File: src/rtl/lift_pkg.sv
// lift_pkg: shared motion encodings and controller state type for the lift controller
package lift_pkg;
  localparam logic [1:0] UP = 2'b00;
  localparam logic [1:0] DOWN = 2'b01;
  localparam logic [1:0] STAY = 2'b10;
  typedef enum logic [1:0] {IDLE, MOVE, DOOR} state_e;
endpackage

File: src/rtl/lift_dwell_timer.sv
// lift_dwell_timer: loadable counter that flags done when it reaches limit, then wraps to zero
module lift_dwell_timer #(
  parameter int WIDTH = 2
) (
  input  logic             clk,
  input  logic             rst,
  input  logic             load,
  input  logic             en,
  input  logic [WIDTH-1:0] limit,
  output logic             done
);
  logic [WIDTH-1:0] cnt;
  assign done = cnt == limit;
  always_ff @(posedge clk)
    if (rst || load) cnt <= '0;
    else if (en) cnt <= done ? '0 : cnt + 1'b1;
endmodule

File: src/rtl/lift_ctrl_fsm.sv
// lift_ctrl_fsm: elevator car controller with per-floor travel time and door dwell
module lift_ctrl_fsm
  import lift_pkg::*;
#(
  parameter int NUM_FLOORS = 4,
  parameter int MOVE_CYCLES = 4,
  parameter int DOOR_CYCLES = 8,
  localparam int FLOOR_W = (NUM_FLOORS > 2) ? $clog2(NUM_FLOORS) : 1
) (
  input  logic               clk,
  input  logic               rst,
  input  logic               req_valid,
  input  logic [FLOOR_W-1:0] req_floor,
  output logic               req_ready,
  output logic [1:0]         dout,
  output logic [FLOOR_W-1:0] cur_floor,
  output logic               door_open,
  output logic               arrived,
  output logic               req_err
);
  localparam int MW = $clog2(MOVE_CYCLES + 1);
  localparam int DW = $clog2(DOOR_CYCLES + 1);
  state_e state;
  logic [1:0] dir;
  logic [FLOOR_W-1:0] target;
  logic [FLOOR_W-1:0] next_floor;
  logic hs, bad, go_move, enter_door, move_done, door_done;
  assign req_ready = state == IDLE && !rst;
  assign hs = req_valid && req_ready;
  assign bad = {1'b0, req_floor} >= (FLOOR_W + 1)'(NUM_FLOORS);
  assign go_move = hs && !bad && req_floor != cur_floor;
  assign next_floor = dir == UP ? cur_floor + 1'b1 : cur_floor - 1'b1;
  assign enter_door = (hs && !bad && req_floor == cur_floor) ||
                      (state == MOVE && move_done && next_floor == target);
  assign dout = state == MOVE ? dir : STAY;
  assign door_open = state == DOOR;
  lift_dwell_timer #(.WIDTH(MW)) u_move_timer (
    .clk   (clk),
    .rst   (rst),
    .load  (hs),
    .en    (state == MOVE),
    .limit (MW'(MOVE_CYCLES - 1)),
    .done  (move_done)
  );
  lift_dwell_timer #(.WIDTH(DW)) u_door_timer (
    .clk   (clk),
    .rst   (rst),
    .load  (enter_door),
    .en    (state == DOOR),
    .limit (DW'(DOOR_CYCLES - 1)),
    .done  (door_done)
  );
  always_ff @(posedge clk)
    if (rst) begin
      state <= IDLE;
      dir <= UP;
      target <= '0;
      cur_floor <= '0;
      arrived <= 1'b0;
      req_err <= 1'b0;
    end else begin
      arrived <= enter_door;
      req_err <= hs && bad;
      if (go_move) begin
        target <= req_floor;
        dir <= req_floor > cur_floor ? UP : DOWN;
        state <= MOVE;
      end
      if (state == MOVE && move_done) cur_floor <= next_floor;
      if (enter_door) state <= DOOR;
      if (state == DOOR && door_done) state <= IDLE;
    end
endmodule

File: config.mk
export PLATFORM = sky130hd
export DESIGN_NAME = lift_ctrl_fsm
export DESIGN_NICKNAME = d
export VERILOG_FILES = /design/src/rtl/lift_pkg.sv /design/src/rtl/lift_dwell_timer.sv /design/src/rtl/lift_ctrl_fsm.sv
export SDC_FILE = /design/constraint.sdc
export NUM_CORES = 1
export LEC_CHECK = 0
export ABC_CLOCK_PERIOD_IN_PS = 1500
export BUFFER_PORTS_ARGS = -buffer_cell sky130_fd_sc_hd__buf_2
export CORE_MARGIN = 2
export CORE_UTILIZATION = 52
export DETAILED_ROUTE_END_ITERATION = 12
export PLACE_DENSITY = 0.84
export SYNTH_ARGS = -nofsm -noshare
export SYNTH_HDL_FRONTEND = slang
export SYNTH_SLANG_ARGS = --single-unit
export TNS_END_PERCENT = 20
File: constraint.sdc
create_clock -name clk -period 1.5 [get_ports clk]
set_input_delay 0.15 -clock clk [delete_from_list [all_inputs] [get_ports clk]]
set_output_delay 0.15 -clock clk [all_outputs]
set_load 0.03 [all_outputs]
# Yosys cells after proc, flatten, opt, wreduce, memory -nomap -nowiden
# Index checks and enable logic that the tools add are counted.
[word_totals] reg_bits=16 in_bits=5 out_inout_bits=8 wordCells=43
[classes] add_sub_neg=4 magnitude_cmp=1 n_eq_ne=7 n_mux=7 reduce_logical=16
[ops] cell="$mux 2" n=4
[ops] cell="$logic_and 1x1->1" n=7
[ops] cell="$add 4x1->4 const B" n=1
[ops] cell="$eq 2x2->1" n=2
[ops] cell="$eq 4x3->1 const B" n=1
[ops] cell="$logic_not 2->1" n=2
[ops] cell="$mux 4" n=1
[ops] cell="$add 3x1->3 const B" n=1
[ops] cell="$eq 3x2->1 const B" n=1
[ops] cell="$logic_or 1x1->1" n=3
[ops] cell="$mux 3" n=1
[ops] cell="$reduce_or 3->1" n=1
[ops] cell="$add 2x1->2 const B" n=1
[ops] cell="$eq 2x1->1 const B" n=1
[ops] cell="$eq 2x2->1 const B" n=1
[ops] cell="$gt 2x2->1" n=1
[ops] cell="$ne 2x2->1" n=1
[ops] cell="$reduce_bool 2->1" n=1
[ops] cell="$reduce_or 2->1" n=1
[ops] cell="$sub 2x1->2 const B" n=1
[ops] cell="$logic_not 1->1" n=1
[ops] cell="$mux 1" n=1

# Longest topological paths before layout
# Gate-level depths: netlist (run 1).
[depth] depth_word=6 ltp_mapped=6 mapped_depth_nobuf=6

# By module
# Synthesis (run 1) repeated with hierarchy kept, for this count alone.
[unflattened] hier_cells=105 area_unflattened_um2=924.6
[modules_own_cells] mod="lift_ctrl_fsm" n_inst=1 cells_each=57 area_per_inst_um2=467.9 seq_area_each_um2=160.2
[modules_own_cells] mod="lift_dwell_timer at u_door_timer" n_inst=1 cells_each=28 area_per_inst_um2=276.5 seq_area_each_um2=80.1
[modules_own_cells] mod="lift_dwell_timer at u_move_timer" n_inst=1 cells_each=20 area_per_inst_um2=180.2 seq_area_each_um2=60.1

# Worst setup path after synthesis (run 1)
# OpenSTA, ideal clock, no wires.
[synth_path] kind="register to register" start="reg cur_floor[1]" end="reg dir[0]" arrival_time_ps=1520 required_ps=1430 path_slack_ps=-90 path_stages_with_launch=7 n_path_buf=0 period_less_slack_ps=1590 path_cell_list="dfxtp_1 -> inv_1 -> ha_1 -> nand2_1 -> nand3_2 -> a211o_1 -> a21oi_1"
[synth_between] elab_chain_cells=2 word_cells_on_any_way=4 cone_classes="order compare (1); eq/ne (1); mux (1); reduce/logical (1)"
[synth_lines] element="start, declared" line="lift_ctrl_fsm.sv:16" rtl="output logic [FLOOR_W-1:0] cur_floor,"
[synth_lines] element="start signal, assigned" line="lift_ctrl_fsm.sv:69" rtl="if (state == MOVE && move_done) cur_floor <= next_floor;"
[synth_lines] element="$gt 2x2->1 / $ne 2x2->1 (equally long branches)" line="lift_ctrl_fsm.sv:66, lift_ctrl_fsm.sv:31"
[synth_lines] element="$mux 1 / $logic_and 1x1->1 (equally long branches)" line="lift_ctrl_fsm.sv:66, lift_ctrl_fsm.sv:31"
[synth_lines] element="end signal, assigned" line="lift_ctrl_fsm.sv:66" rtl="dir <= req_floor > cur_floor ? UP : DOWN;"
[synth_lines] element="end, declared" line="lift_ctrl_fsm.sv:24" rtl="logic [1:0] dir;"
# Several ways; a longest one is shown, not always the timed one.
# A chain may end at the register's enable or synchronous reset.

# Final worst setup path (run 1)
[layout_path] start="reg state[0]" end="out dout[0]"
[layout_between] elab_chain_cells=2
[layout_lines] element="start, declared" line="lift_ctrl_fsm.sv:23" rtl="state_e state;"
[layout_lines] element="start signal, assigned" line="lift_ctrl_fsm.sv:55" rtl="state <= IDLE;"
[layout_lines] element="start signal, assigned" line="lift_ctrl_fsm.sv:67" rtl="state <= MOVE;"
[layout_lines] element="start signal, assigned" line="lift_ctrl_fsm.sv:70" rtl="if (enter_door) state <= DOOR;"
[layout_lines] element="$eq 2x1->1" line="lift_ctrl_fsm.sv:35" rtl="assign dout = state == MOVE ? dir : STAY;"
[layout_lines] element="$mux 2" line="lift_ctrl_fsm.sv:35"
[layout_lines] element="end, declared" line="lift_ctrl_fsm.sv:15" rtl="output logic [1:0] dout,"
# No other way between the ends.

==> results.txt, run 1 <==
* Count of unresolved DRC violations after routing: 0
- STA puts the critical path data required time at 1350 ps.
- In this run, synthesis produced a sequential element count of 15.
* Worst setup path category: flop to output pin
- Pin placement for this block handled 13 I/O pins.
* Met2 Wirelength: 594 µm
- For this run the aggregate overflow at the end of global routing stands at 0.
- Clock period minus worst slack: 1420 ps
* Post-synth EDFFs: 0
- Number of library cell types mapped by synthesis: 30
- Combinational cell fraction of total power: 0.126
- For this design the static power due to leakage is 0.381 nW.
- The floorplan step set the die width to 42.0 µm.
* Tightest hold margin: 112 ps
- The share of synthesized area in the top cell type comes to 0.401.
- Portion of the clock cycle consumed by the worst path in the final layout: 0.945
- Outcome: complete, no violations
* HPWL after detailed placement: 972 µm
* Top post-synthesis cells by count: sky130_fd_sc_hd__dfxtp_1 (15), sky130_fd_sc_hd__nor2_1 (14), sky130_fd_sc_hd__nand2_1 (9)
- Sorting the synthesized cells by area gives the leading types as sky130_fd_sc_hd__dfxtp_1 (40%), sky130_fd_sc_hd__nor2_1 (7.0%), sky130_fd_sc_hd__ha_1 (6.7%), sky130_fd_sc_hd__mux2i_1 (5.3%), sky130_fd_sc_hd__xnor2_1 (4.7%).
- Counting along the longest clock path gives a buffer depth of 2.
- Hold Vio Cnt, Final: 0
* F_max: 0.705 GHz
- In this run the remaining antenna-violating nets after routing total 0.
- Final Skew: 8.04 ps
- Post-synthesis share of cell area spent on and, or, nand and nor gates: 0.244
* Most common cell in the netlist: sky130_fd_sc_hd__dfxtp_1
* Total global-route track usage: 0.154
- Diodes inserted: 0
* Sum of met3 wire segment lengths after detailed routing: 41 µm
- The first detailed-routing pass ran for 2 iterations.
- Vias/cell: 5.18
* # rows: 13
- Entering global routing, the biggest net connects 10 pins.
* Sequential fraction of the synthesis area: 0.401
* Total Nets Final: 108
* Number of antenna violations at the first check in global routing: 0
- Fin. max-slew vios: 0
- In the post-route analysis, the smallest setup slack over all paths is 82.4 ps.
- Detailed routing inserted a total of 585 vias.
* Count of yosys warnings during synthesis: 0
- Of the total synthesized cell area, the portion taken by full adders, half adders and majority gates is 0.0668.
- Along the worst path, the maximum fanout reaches 7.
* Clock Power Share: 0.306
* Hold-fix buffers, CTS: 0
- Among all flip-flop cells after synthesis, the most frequent one is sky130_fd_sc_hd__dfxtp_1.
- Syn_area_per_cell: 8.71 µm²
- For this block, the routed nets add up to 1240 µm of wire.
- Synth-to-Final Area Change: 12.9%
* CP Capture Type: output pin
* Sw frac: 0.264
* Metal-1 WL: 581 µm
- Worst-Skew Late Latency: 280 ps
- The count of buffers added on input and output ports is 11.
- Final RePlAce weighted congestion: 0.804
- TritonCTS built the clock tree.
- DIE HEIGHT: 42.0 µm
* Post-Route Utilization: 0.642
- Seq pwr share: 0.568
* Post-CTS Setup Bufs: 0
- Clock input transition at the sequential cells of the worst setup and hold paths: 90 ps
- Cell internal pwr: 0.541 mW
- By area, the combinational part of the netlist is dominated by simple AND/OR/NAND/NOR gates.
- Worst-case vdd ir drop: 0.000442 V
- CTS Root Cell: sky130_fd_sc_hd__clkbuf_4
- In the final layout, the share of cells above drive strength 1 is 0.245.
- The first global-routing pass estimated 2110 µm of wire.
- The core region is 1320 µm².
- Data on the critical path arrives at its endpoint at 1270 ps.
* Vias in the first global route: 518
* Library cell with the largest summed area after synthesis: sky130_fd_sc_hd__dfxtp_1
* Final Setup Violations: 0
- For the final routed database, the setup TNS stands at 0 ps.
* Async SR Flop Fraction: 0
* Number of CTS-inserted buffers: 3
- The clock drives 15 sinks.
- OpenSTA, run right after detailed placement, puts the worst setup slack at 72.9 ps.
* Die area: 1760 µm²
* Post-synth net total: 95
* Maxcap violations: 0
- In this run the number of H-tree levels came out at 1.
- In the final routed layout, each cell accounts on average for 10.9 µm.
- Psw: 0.194 mW
- Resized Gates After CTS: 0
- The worst setup path is launched from a flop.
* Portion of netlist area occupied by mux cells: 0.0534
- In the synthesized netlist, the number of instances is 86.
- The area fraction in compound gates after synthesis came to 0.0851.
* Mapped cell area: 749 µm²
- For this block, the initial DRC count from the detailed router was 6.
- After detailed routing, no signal wire sits above met4.
- The initial utilization of the core area, before any placement, comes to 0.569.
- Pwr Density: 868 nW/µm²
* Hold/Removal Path Class: input pin to flop
* Xor and xnor fraction of the mapped netlist area: 0.0935
[cell usage in the layout, fill, tap and decap left out, types with 2 or more instances in the layout]
master / instances
sky130_fd_sc_hd__xor2_1: 4
sky130_fd_sc_hd__xnor2_1: 4
sky130_fd_sc_hd__a21oi_1: 2
sky130_fd_sc_hd__dfxtp_2: 2
sky130_fd_sc_hd__inv_1: 6
sky130_fd_sc_hd__nand4_1: 2
sky130_fd_sc_hd__nor3_1: 3
sky130_fd_sc_hd__dfxtp_1: 13
sky130_fd_sc_hd__nor2_1: 14
sky130_fd_sc_hd__ha_1: 4
sky130_fd_sc_hd__mux2i_1: 4
sky130_fd_sc_hd__nand2_1: 8
sky130_fd_sc_hd__buf_2: 11
sky130_fd_sc_hd__clkbuf_4: 3
[state kept, by name, indices dropped and copies added (netlist names)]
register / flops
u_move_timer.cnt: 3
cur_floor: 2
arrived: 1
u_door_timer.cnt: 4
state: 2
dir: 1
target: 2
[final timing paths]
kind / depth (start not counted) / slack [ps] / start / end
worst min register to register: 2 / 480 / u_move_timer.cnt[2]$_SDFFE_PP0N_ / u_move_timer.cnt[2]$_SDFFE_PP0N_
worst max-delay path: 3 / 80 / state[0]$_SDFFE_PP0P_ / dout[0]
worst max register to register: 6 / 90 / cur_floor[1]$_SDFFE_PP0P_ / dir[0]$_SDFFE_PP0P_
worst min-delay path: 3 / 110 / req_floor[0] / target[0]$_SDFFE_PP0P_
[metal layers]
layer	up-vias	global-route usage
li1	306	-
met1	266	0.196
met2	9	0.250
met3	4	0.0261
met4	0	0.0774
met5	-	0
[area by class of cell]
| class | count | area, µm² |
|---|---|---|
| Multi-Input combinational cell | 62 | 419 |
| Timing Repair Buffer | 11 | 55.1 |
| Fill cell | 119 | 472 |
| Clock inverter | 1 | 5.00 |
| Inverter | 6 | 22.5 |
| Clock buffer | 3 | 22.5 |
| Tap cell | 15 | 18.8 |
| Sequential cell | 15 | 303 |
[power groups by stage]
stage                     clock network (mW)  logic (mW)  registers, mW
after floorplan                            0      0.0698          0.426
after global placement                     0      0.0896          0.427
after detailed placement                   0      0.0911          0.427
after CTS                              0.231      0.0915          0.418
after global routing                   0.250       0.101          0.420
final                                  0.225      0.0925          0.418
[cells by family after synthesis]
group | after synthesis
simple gates | 36
fa+ha+maj | 4
compound gates | 9
other cells | 1
flops | 15
xor+xnor | 8
buf+inv | 9
mux | 4
[metrics by stage]
step	cells	power, mW	cell area, µm²
4_1_cts	113	0.740	843
5_1_grt	113	0.770	846
6_report	113	0.735	846
3_3_place_gp	109	0.516	816
3_5_place_dp	109	0.518	816
2_1_floorplan	86	0.496	758
[worst max-delay path, cell delays in order (launching register included)]
cell	delay, ps
sky130_fd_sc_hd__dfxtp_1	450
sky130_fd_sc_hd__nand2b_1	190
sky130_fd_sc_hd__nor2_1	130
sky130_fd_sc_hd__buf_2	210
Power figures use the tool's default switching activity.
==> run 2: changes to the inputs <==
GPL_TIMING_DRIVEN = 0   (was unset)
==> run 2 against run 1 <==
Net effect: total power down 0.26%; setup slack improved by 6.5 ps; design area rose by 1.3%; largest cell class unchanged.
==> results.txt, run 2 (same netlist as run 1, synthesis figures left out) <==
- Setup repair after global routing missed its margin: false
- Boundary pin count: 13 (unchanged)
- The die height was 42.0 µm (unchanged).
- Sinks on the clock net: 15 (unchanged)
* Vias in the first global route: 566 (+9.3%)
* Fin. max-slew vios: 0 (unchanged)
- TritonCTS built the clock tree.
- Clock tree synthesis selected as its root buffer the cell sky130_fd_sc_hd__clkbuf_4.
* Cell family with the largest share of critical-path delay: compound AO/OA/AOI/OAI gates
* Worst-case vdd ir drop: 0.000487 V (+10%)
- H-Tree Level Count: 1 (unchanged)
* Antenna violation net count after detailed routing: 0 (unchanged)
- Total vias in the final route: 610 (+4.3%)
- Clock Power Share: 0.301 (-0.005)
* Psw: 0.185 mW (-4.5%)
- Number of DRC violations after detailed-routing iteration 0: 6 (unchanged)
- The power per cell area is 855 nW/µm² (-1.6%).
- Critical path startpoint category: flop
- The combinational fraction of design power came to 0.128 (+0.002).
- Reg-to-reg setup timing slack: 90 ps (about the same)
- Seq pwr share: 0.571 (+0.003)
* Leading cell type in the layout, fill and taps excluded: sky130_fd_sc_hd__nor2_1
- Worst-Skew Late Latency: 280 ps (about the same)
- The critical path is of the flop to flop type.
- The layout cell share with drive strength beyond 1 was 0.260 (+0.0151).
* Critical Path Slowest Stage Cell: sky130_fd_sc_hd__dfxtp_2
* Die outline width: 42.0 µm (unchanged)
- Total global-route track usage: 0.169 (+0.0146)
- The fraction of the cycle the final worst path needs came to 0.941 (-0.00431).
- The total die area came to 1760 µm² (unchanged).
- Synth-to-Final Area Change: 14.4%
- Leaving out fill and tap cells, the most frequent cells in the layout are sky130_fd_sc_hd__nor2_1 (14), sky130_fd_sc_hd__buf_2 (12), sky130_fd_sc_hd__dfxtp_1 (11).
- The stage delay of the slowest cell on the critical path is 350 ps (-100 ps).
- Worst-path cell chain: inv_1 -> ha_1 -> nand2_1 -> nand3_2 -> a211o_1 -> a21oi_1
* Final RePlAce weighted congestion: 0.763 (-5.1%)
* Port buffer count: 11 (unchanged)
- CP Capture Type: flop
- Final instance count without filler cells: 115 (+1.8%)
- The leakage power was 0.390 nW (+2.3%).
- Data arrival time of the critical path: 1630 ps (+360 ps)
- Most flops, register: u_door_timer.cnt
- Clock input transition at the sequential cells of the worst setup and hold paths: 80 ps (about the same)
- The global-route wire length before repair came to 2240 µm (+5.9%).
- Post-CTS Setup Bufs: 0 (unchanged)
- Total grt overflow: 0 (unchanged)
- First-pass detailed-route iteration total: 3 (+1)
- The number of buffers inserted during clock tree synthesis came to 3 (unchanged).
- The final-report hold violation count is 0 (unchanged).
- Final Setup Violations: 0 (unchanged)
* Worst-path fanout max: 4 (-3)
* Diodes inserted: 0 (unchanged)
* Number of antenna violations at the first check in global routing: 0 (unchanged)
* Hold-fix buffers, CTS: 0 (unchanged)
* # rows: 13 (unchanged)
- Number of flip-flops in the largest register: 4 (unchanged)
* Final routed wire length divided by cell count: 10.7 µm (-2.1%)
* Vias/cell: 5.30 (+2.5%)
- The run finished with clean final reports.
- The maximum number of pins on one net before global-route repair is 9 (-1).
- Top flop regs: u_door_timer.cnt (4), u_move_timer.cnt (3)
- The top achievable clock speed was 0.709 GHz (+0.46%).
- Sw frac: 0.252 (-0.0113)
- Endpoint required time on the critical path: 1720 ps (+370 ps)
- The detailed placement HPWL came to 1010 µm (+3.6%).
- Area inside the core boundary: 1320 µm² (unchanged)
* Setup TNS after final layout: 0 ps (unchanged)
- Number of fill cells: 113 (-5.0%)
* Combined buffer and inverter count along the critical path: 1 (unchanged)
- The final cell utilization of the core was 0.651 (+0.00855).
* Detailed Route WL: 1230 µm (-0.40%)
- Initial core utilization: 0.569 (unchanged)
- Total Nets Final: 110 (+1.9%)
* Maxcap violations: 0 (unchanged)
* Cell count after placement: 112 (+2.8%)
- The total power came to 0.733 mW (-0.26%).
* Max clock buf depth: 2 (unchanged)
* Hold/Removal Path Class: input pin to flop
- The worst clock skew on the final layout came to 2.36 ps (-5.67 ps).
- Count of unresolved DRC violations after routing: 0 (unchanged)
- The clock period minus worst slack was 1410 ps (-6.47 ps).
- Cell internal pwr: 0.548 mW (+1.3%)
run 2: worst paths after layout:
| path | startpoint | endpoint | cells after the start |
|---|---|---|---|
| setup reg to reg | cur_floor[1]$_SDFFE_PP0P_ | dir[0]$_SDFFE_PP0P_ | 6 |
| setup / recovery | cur_floor[1]$_SDFFE_PP0P_ | dir[0]$_SDFFE_PP0P_ | 6 |
| hold / removal | req_floor[0] | target[0]$_SDFFE_PP0P_ | 3 |
| hold reg to reg | u_move_timer.cnt[2]$_SDFFE_PP0N_ | u_move_timer.cnt[2]$_SDFFE_PP0N_ | 2 |
run 2: final cells by class:
| cell class | instances | area (µm²) | share of cell area |
|---|---|---|---|
| flip-flops and latches | 15 | 305 | 0.356 |
| well taps | 15 | 18.8 | 0.0219 |
| clock buffers | 4 | 26.3 | 0.0307 |
| inverters | 6 | 22.5 | 0.0263 |
| repair buffers | 11 | 55.1 | 0.0642 |
| plain buffers | 2 | 12.5 | 0.0146 |
| multi-input cells | 62 | 417 | 0.486 |
run 2: per-stage QoR:
step | area (µm²) | hold WS [ps] | setup WS, ps
2_1_floorplan | 758 | 215 | 53.3
3_3_place_gp | 832 | 399 | 127
3_5_place_dp | 832 | 406 | 107
4_1_cts | 860 | 104 | 37.8
5_1_grt | 857 | 125 | 6.85
6_report | 857 | 113 | 88.9
run 2: tightest hold or removal path: cells and delay by family:
| kind | cells | cell delay (ps) |
|---|---|---|
| buf+inv | 1 | 80 |
| simple gates | 1 | 70 |
| mux | 1 | 60 |
run 2: what timing repair did:
item                                    in CTS  in global routing
pin swaps                                    0                  0
gates resized for setup                      1                  1
cloned                                       0                  0
endpoints found under the setup margin       2                  3
run 2: power groups by stage:
stage,clock [mW],sequential (mW),combinational [mW]
CTS,0.232,0.418,0.0955
global placement,0,0.427,0.0926
global route,0.250,0.420,0.105
floorplan,0,0.426,0.0698
detailed placement,0,0.427,0.0950
finish,0.221,0.418,0.0935
run 2: routing by layer:
| metal | vias to the layer above | GRT usage | routed length (µm) |
|---|---|---|---|
| met4 | 0 | 0.0581 | 25 |
| met5 | - | 0 | 0 |
| met1 | 281 | 0.183 | 579 |
| met3 | 5 | 0.0783 | 54 |
| li1 | 314 | - | - |
| met2 | 10 | 0.288 | 573 |
